==> config.mk <==
export PLATFORM = sky130hd
export DESIGN_NAME = uart_frame_scheduler
export DESIGN_NICKNAME = d
export VERILOG_FILES = /design/src/rtl/uart_frame_scheduler.sv
export SDC_FILE = /design/constraint.sdc
export NUM_CORES = 1
export LEC_CHECK = 0
export ABC_AREA = 0
export BUFFER_PORTS_ARGS = -buffer_cell sky130_fd_sc_hd__buf_2
export CAP_MARGIN = 25
export CORE_MARGIN = 1
export CORE_UTILIZATION = 30
export CTS_CLUSTER_DIAMETER = 50
export DETAILED_ROUTE_END_ITERATION = 8
export MAX_ROUTING_LAYER = met4
export PLACE_DENSITY = 0.55
export SLEW_MARGIN = 20
export SYNTH_ARGS = -nofsm -noshare
export SYNTH_HDL_FRONTEND = slang
export SYNTH_SLANG_ARGS = --single-unit
==> constraint.sdc <==
create_clock -name clk_100MHz -period 6.95 [get_ports clk_100MHz]
set_clock_uncertainty 0.2 [all_clocks]
set_input_delay 1.0425 -clock clk_100MHz [delete_from_list [all_inputs] [get_ports clk_100MHz]]
set_output_delay 1.0425 -clock clk_100MHz [all_outputs]
set_load 0.01 [all_outputs]
==> src/rtl/uart_frame_scheduler.sv <==
`default_nettype none
// ============================================================================
// Module      : uart_frame_scheduler
// Description : Shares one byte-wide UART transmitter between NREQ frame
//               sources. A round-robin arbiter picks a requester, latches its
//               fixed-length frame and feeds it MS byte first to the
//               transmitter via a tx_start / tx_done handshake. A per-byte
//               watchdog aborts the frame if the transmitter stalls.
// Ports       : clk_100MHz   - system clock (rising edge)
//               reset        - asynchronous active-high reset
//               req          - per-requester level request
//               frame_in     - NREQ packed frames, requester i at slice i
//               grant        - one-hot owner of the transmitter
//               done / err   - one-cycle completion / abort pulse on owner bit
//               busy         - high while a frame is owned
//               tx_data      - byte to transmit, stable until next tx_start
//               tx_start     - one-cycle transmit request
//               tx_done      - one-cycle byte-finished pulse from transmitter
// Revision    : 1.0 - initial release
// ============================================================================
module uart_frame_scheduler #(
    parameter int NREQ        = 2,
    parameter int DBITS       = 8,
    parameter int FRAME_BYTES = 18,
    parameter int TIMEOUT     = 20000
) (
    input  logic                               clk_100MHz,
    input  logic                               reset,
    input  logic [NREQ-1:0]                    req,
    input  logic [NREQ*FRAME_BYTES*DBITS-1:0]  frame_in,
    output logic [NREQ-1:0]                    grant,
    output logic [NREQ-1:0]                    done,
    output logic [NREQ-1:0]                    err,
    output logic                               busy,
    output logic [DBITS-1:0]                   tx_data,
    output logic                               tx_start,
    input  logic                               tx_done
);

    localparam int c_FW = FRAME_BYTES * DBITS;
    localparam int c_IW = (NREQ > 1) ? $clog2(NREQ) : 1;
    localparam int c_BW = (FRAME_BYTES > 1) ? $clog2(FRAME_BYTES) : 1;
    localparam int c_WW = $clog2(TIMEOUT + 1);

    localparam logic [c_IW-1:0] c_LAST_REQ  = c_IW'(NREQ - 1);
    localparam logic [c_BW-1:0] c_LAST_BYTE = c_BW'(FRAME_BYTES - 1);
    localparam logic [c_WW-1:0] c_WDOG_MAX  = c_WW'(TIMEOUT - 1);

    typedef enum logic [2:0] {
        S_IDLE  = 3'd0,
        S_SEND  = 3'd1,
        S_WAIT  = 3'd2,
        S_DONE  = 3'd3,
        S_ABORT = 3'd4
    } state_t;

    state_t            r_state;
    logic [c_FW-1:0]   r_frame;
    logic [c_BW-1:0]   r_byte_idx;
    logic [c_WW-1:0]   r_wdog;
    logic [c_IW-1:0]   r_rr_last;
    logic [c_IW-1:0]   r_owner;

    logic              w_found;
    logic [c_IW-1:0]   w_pick;
    logic [NREQ-1:0]   w_pick_oh;

    // Round-robin search: start just above the last owner and wrap, so the
    // previous owner is considered last.
    always_comb begin
        w_found = 1'b0;
        w_pick  = '0;
        for (int k = 1; k <= NREQ; k++) begin
            if (!w_found && req[c_IW'((int'(r_rr_last) + k) % NREQ)]) begin
                w_found = 1'b1;
                w_pick  = c_IW'((int'(r_rr_last) + k) % NREQ);
            end
        end
    end

    assign w_pick_oh = NREQ'(1) << w_pick;

    always_ff @(posedge clk_100MHz or posedge reset) begin
        if (reset) begin
            r_state    <= S_IDLE;
            r_frame    <= '0;
            r_byte_idx <= '0;
            r_wdog     <= '0;
            r_rr_last  <= c_LAST_REQ;
            r_owner    <= '0;
            grant      <= '0;
            done       <= '0;
            err        <= '0;
            busy       <= 1'b0;
            tx_data    <= '0;
            tx_start   <= 1'b0;
        end else begin
            case (r_state)
                S_IDLE: begin
                    if (w_found) begin
                        grant      <= w_pick_oh;
                        busy       <= 1'b1;
                        r_owner    <= w_pick;
                        // Snapshot the frame so later frame_in changes are harmless.
                        r_frame    <= frame_in[int'(w_pick)*c_FW +: c_FW];
                        r_byte_idx <= '0;
                        r_state    <= S_SEND;
                    end
                end

                S_SEND: begin
                    tx_start <= 1'b1;
                    tx_data  <= r_frame[c_FW-1 -: DBITS];
                    r_wdog   <= '0;
                    r_state  <= S_WAIT;
                end

                S_WAIT: begin
                    tx_start <= 1'b0;
                    r_wdog   <= r_wdog + c_WW'(1);
                    // tx_done is tested first so a simultaneous timeout loses.
                    if (tx_done) begin
                        if (r_byte_idx == c_LAST_BYTE) begin
                            done    <= grant;
                            r_state <= S_DONE;
                        end else begin
                            r_frame    <= r_frame << DBITS;
                            r_byte_idx <= r_byte_idx + c_BW'(1);
                            r_state    <= S_SEND;
                        end
                    end else if (r_wdog == c_WDOG_MAX) begin
                        err     <= grant;
                        r_state <= S_ABORT;
                    end
                end

                S_DONE, S_ABORT: begin
                    done      <= '0;
                    err       <= '0;
                    grant     <= '0;
                    busy      <= 1'b0;
                    r_rr_last <= r_owner;
                    r_state   <= S_IDLE;
                end

                default: begin
                    r_state <= S_IDLE;
                end
            endcase
        end
    end

endmodule
`default_nettype wire

Word-level counts from Yosys, hierarchy flattened
Cells that the tools add are included.

Logic and storage cells: 81. Input bits: 293. Bits in registers: 185.

$mul: 1. Reductions and logical operators: 14. Mux-type cells: 33. Order comparisons: 2. Equality and inequality tests: 13. Shift operators: 2. Add/sub/neg operators: 4.

Operator list (count): two-way mux 144 bit (3); one-hot mux 144 bit (2 select lines) (1); variable part select 288 x 10 -> 144 bit (1); one-hot mux 15 bit (2 select lines) (1); adder 15 x 1 -> 15 bit (second input constant) (1); equality test 15 bit (second input constant) (1); two-way mux 5 bit (3); two-way mux 2 bit (6); != test 2 bit (second input constant) (6); one-hot mux 2 bit (2 select lines) (3); one-hot mux 5 bit (2 select lines) (1); two-way mux 1 bit (9); two-way mux 3 bit (3); one-hot mux 3 bit (3 select lines) (1); nonzero test 2 bit (4); equality test 3 x 2 -> 1 bit (second input constant) (2); less-than comparator 1 x 3 -> 1 bit (second input constant) (2); AND reduction 2 bit (3); AND reduction 3 bit (2); adder 5 x 1 -> 5 bit (second input constant) (1); equality test 5 bit (second input constant) (1); multiplier 1 x 4 -> 5 bit (second input constant) (1); one-hot mux 1 bit (2 select lines) (2); AND reduction 4 bit (1); 9 further kinds (10).

Logic depth before layout (Yosys ltp)
Depth in word-level cells: 12. Depth in mapped cells: 9. Depth with buffers taken out: 6.

Least setup slack after synthesis
Ideal clock, no wire load.

Path kind: input to register. Start point: input port req[0]. End point: register r_frame[10]. Data arrival time: 2.640 ns. Cell stages on the path: 8. Buffers on the path: 4. Required time: 6.623 ns. Slack: 3.983 ns. Path through: or4b_1 clkbuf_1 o21a_1 buf_4 nor2_8 buf_6 buf_8 mux2_1.

Longest elaborated chain between the ends: 10. Elaborated cells between the ends (all ways): 16. Classes of those cells: 1 x mul; 1 x eq/ne; 1 x shift; 10 x mux; 3 x reduce/logical.

Ends and longest elaborated chain: start, declared (RTL line 29) `input logic [NREQ-1:0] req,`; two-way mux 1 bit (implied by the code) (2 in a row) (RTL line 74) `if (!w_found && req[c_IW'((int'(r_rr_last) + k) % NREQ)]) begin`; two-way mux 1 bit (RTL line 74); zero test 1 bit (RTL line 74); logical AND 1 bit (RTL line 74); two-way mux 1 bit (RTL line 74); multiplier 1 x 4 -> 5 bit (RTL line 105) `r_frame <= frame_in[int'(w_pick)*c_FW +: c_FW];`; variable part select 288 x 10 -> 144 bit (RTL line 105); two-way mux 144 bit (RTL line 100) `if (w_found) begin`; one-hot mux 144 bit (2 select lines) (RTL line 98) `case (r_state)`; end signal, assigned (RTL line 105); end signal, assigned (RTL line 127) `r_frame <= r_frame << DBITS;`; end, declared (RTL line 58) `logic [c_FW-1:0] r_frame;`.

Parallel ways exist; a longest one is shown, timed or not. The select of a mux whose other input is x is not followed. A chain may end at the register's enable or synchronous reset.

Final worst setup path
Start point: input port req[0]. End point: register r_frame[106].

Same word-level chain as after synthesis.

==> flow_summary.yaml <==
logic_synthesis:
  yosys-top-cells-count: "186 x nand2_1, 184 x dfrtp_1, 156 x mux2i_1"
  synth_nets: 1277
  ys_seq_area_share_pct: 45.4
  synth_top_area_share_pct: 45.2
  syn_inst: 981
  synth.distinct_cells: 49
  mappedNetlistArea_mm2: 0.0102
  async_flop_share_pct: 100
  yosysTopAreaCell: "dfrtp_1"
  synth.most_common_cell: "nand2_1"
  yosys_warnings: 0
  synth_area_leaders: "dfrtp_1 45%, mux2i_1 15%, mux2_2 11%"
  synth_enable_flop_cells: 0
  yosys_most_used_dff: "dfrtp_1"
  ys_ff_latch: 185
  postSynthAreaPerCell_um2: 10.4
cts:
  cts_root_buf: "clkbuf_16"
  worstSkewPairLatency_ns: 0.43
  clock-sinks: 185
  h-tree-depth: 4
  cts.path.max_buffers: 2
  cts_tree: "yes"
  clk_pin_slew_ns: 0.07
  cts_hold_repair.buffers: 0
  cts_resized: 0
  cts_setup_buffers: 0
  cts_buffers: 17
worst_setup_path:
  cp_cell_sequence: "buf_2 -> or4b_1 -> o21a_1 -> nor2_8 -> buf_4 -> mux2_2"
  cp.required_ns: 7.06
  worst_path_largest_cell_delay_ns: 0.74
  worstSetupEndpointType: "register"
  crit_type: "in2reg"
  cp.arrival_ns: 3.88
  path_max_fanout: 40
  slowest_stage: "or4b_1"
  critPathLaunchType: "input pin"
floorplanning:
  start_util_pct: 30.5
  ios: 309
  fp.dieArea_mm2: 0.0347
  die_h_um: 186
  placementRows: 67
  fp.dieW_um: 186
  coreArea_mm2: 0.0334
cells_and_area:
  drive_gt1_share_pct: 35.9
  fin_util_pct: 37.6
  num-nets-final: 1538
  area_growth_pct: 23.5
global_routing:
  grt_pass1_wl_um: 41000
  grt_max_degree: 197
  gr-usage-all-layers_pct: 15.2
  grt_overflow_total: 0
  antenna_found_initial: 1
  grt_pass1_vias: 7849
power:
  power_density_mw_per_mm2: 396
  power_leakage_nw: 6.21
  vdd_drop_max_v: 0.000254
job:
  drv_cap: 0
detailed_routing:
  drt_first_pass_iters: 4
  drt_iter0_drc: 288
  wire_per_inst_um: 14.8
  vias: 7935
  drc: 0
  drt-vias-per-instance: 4.66
  antenna_left: 0
  wirelength_um: 25100
place:
  pre_cts_slack_ns: 2.75
  gp_congestion: 0.756
  io_buffers: 307
  hpwlAfterDp_um: 17900
sta:
  final-setup-viol-count: 0
  slew_headroom_pct: 39.9
  fmax_mhz: 265
  hold_viol: 0
  setup_ws_ns: 3.18
  slew_viol_final: 0
  grt_setup_unrepaired: "false"
  fin_tns_setup_ns: 0
  period_needed_ns: 3.77
  worst_slew_pin_slew_ns: 0.889
  fin_crit_sh_pct: 54.2
worst_hold_path:
  hold_class: "reg2reg"
outcome:
  status: "completed"
## flip-flops by register name, summed over array words and instances, names as in the netlist
signal,flops
busy,1
r_rr_last,1
done,2
r_byte_idx,5
r_wdog,15
err,2
r_frame,144
r_state,3
grant,2
r_owner,1
tx_start,1
tx_data,8
## area by class of cell
class | count | area [um2]
Tap cell | 448 | 561
Sequential cell | 185 | 4630
Timing Repair Buffer | 314 | 1630
Clock inverter | 13 | 125
Antenna cell | 1 | 2.50
Multi-Input combinational cell | 718 | 5170
Fill cell | 3400 | 20900
Inverter | 6 | 30.0
Clock buffer | 19 | 443
## metal layers
layer / vias to the layer above / global-route usage [%] / routed length (um)
li1: 3989 / - / -
met1: 3714 / 19.7 / 12000
met2: 214 / 24.1 / 11700
met3: 18 / 3.14 / 1140
met4: 0 / 3.81 / 301
met5: - / - / 0
## path summary, 6_finish.rpt
path                       depth (start not counted)           end    startpoint  slack (ns)
hold reg to reg                                    2    tx_data[5]  r_frame[141]        0.27
hold / removal                                     2    tx_data[5]  r_frame[141]        0.27
setup / recovery                                   6  r_frame[106]        req[0]        3.18
setup reg to reg                                   5  r_frame[106]    r_state[1]        3.36
min in group asynchronous                          2   r_frame[66]         reset        0.54
max in group asynchronous                          3    tx_data[7]         reset        4.61
## stage by stage
stage	instances	power (mW)	hold slack, ns	area, um2
2_1_floorplan	981	3.60	0.235	10200
3_3_place_gp	1671	4.03	0.248	12000
3_5_place_dp	1671	4.10	0.251	12000
4_1_cts	1703	5.08	0.268	12600
5_1_grt	1704	5.39	0.297	12600
6_report	1704	4.98	0.266	12600
## where the power goes
| group | switching [mW] | total, mW | internal, mW |
|---|---|---|---|
| Sequential | 0.265 | 1.85 | 1.59 |
| Clock | 0.472 | 0.959 | 0.487 |
| Combinational | 1.11 | 2.17 | 1.06 |
## worst max-delay path, delay by kind of cell
family	cells	cell delay, ns
and+or+nand+nor	2	1.39
muxes	1	0.39
AOI/OAI and AO/OA	1	0.37
buffers and inverters	2	0.63
## logic make-up after synthesis
kind of cell    after synthesis  synth area share, %
buf+inv                      78                 4.00
simple gates                240                 10.2
xor+xnor                      1               0.0860
compound gates              181                 9.47
flops                       185                 45.4
fa+ha+maj                     3                0.368
mux                         293                 30.5
## cells in the final DEF, fill, tap and decap left out, drive strengths merged, types with 2 or more instances in the layout
| cell | netlist | routed |
|---|---|---|
| mux2i | 156 | 156 |
| nor2 | 9 | 9 |
| ha | 3 | 3 |
| nand2b | 2 | 2 |
| a21oi | 6 | 6 |
| nand2 | 186 | 186 |
| o2bb2ai | 3 | 3 |
| o2111ai | 2 | 2 |
| nand4 | 4 | 4 |
| nor3b | 2 | 2 |
| clkinv | 0 | 3 |
| nor3 | 7 | 7 |
| inv | 6 | 15 |
| o22ai | 3 | 3 |
| mux2 | 137 | 137 |
| or4 | 2 | 2 |
| a21o | 5 | 5 |
| and3 | 5 | 5 |
| nor4 | 2 | 2 |
| dfrtp | 184 | 184 |
| o21a | 2 | 2 |
| buf | 43 | 314 |
| o21ai | 154 | 154 |
| or3 | 2 | 2 |
| nand3 | 8 | 8 |
| nor2b | 3 | 3 |
| clkbuf | 29 | 19 |
| or2 | 2 | 2 |
Power figures use the tool's default switching activity.
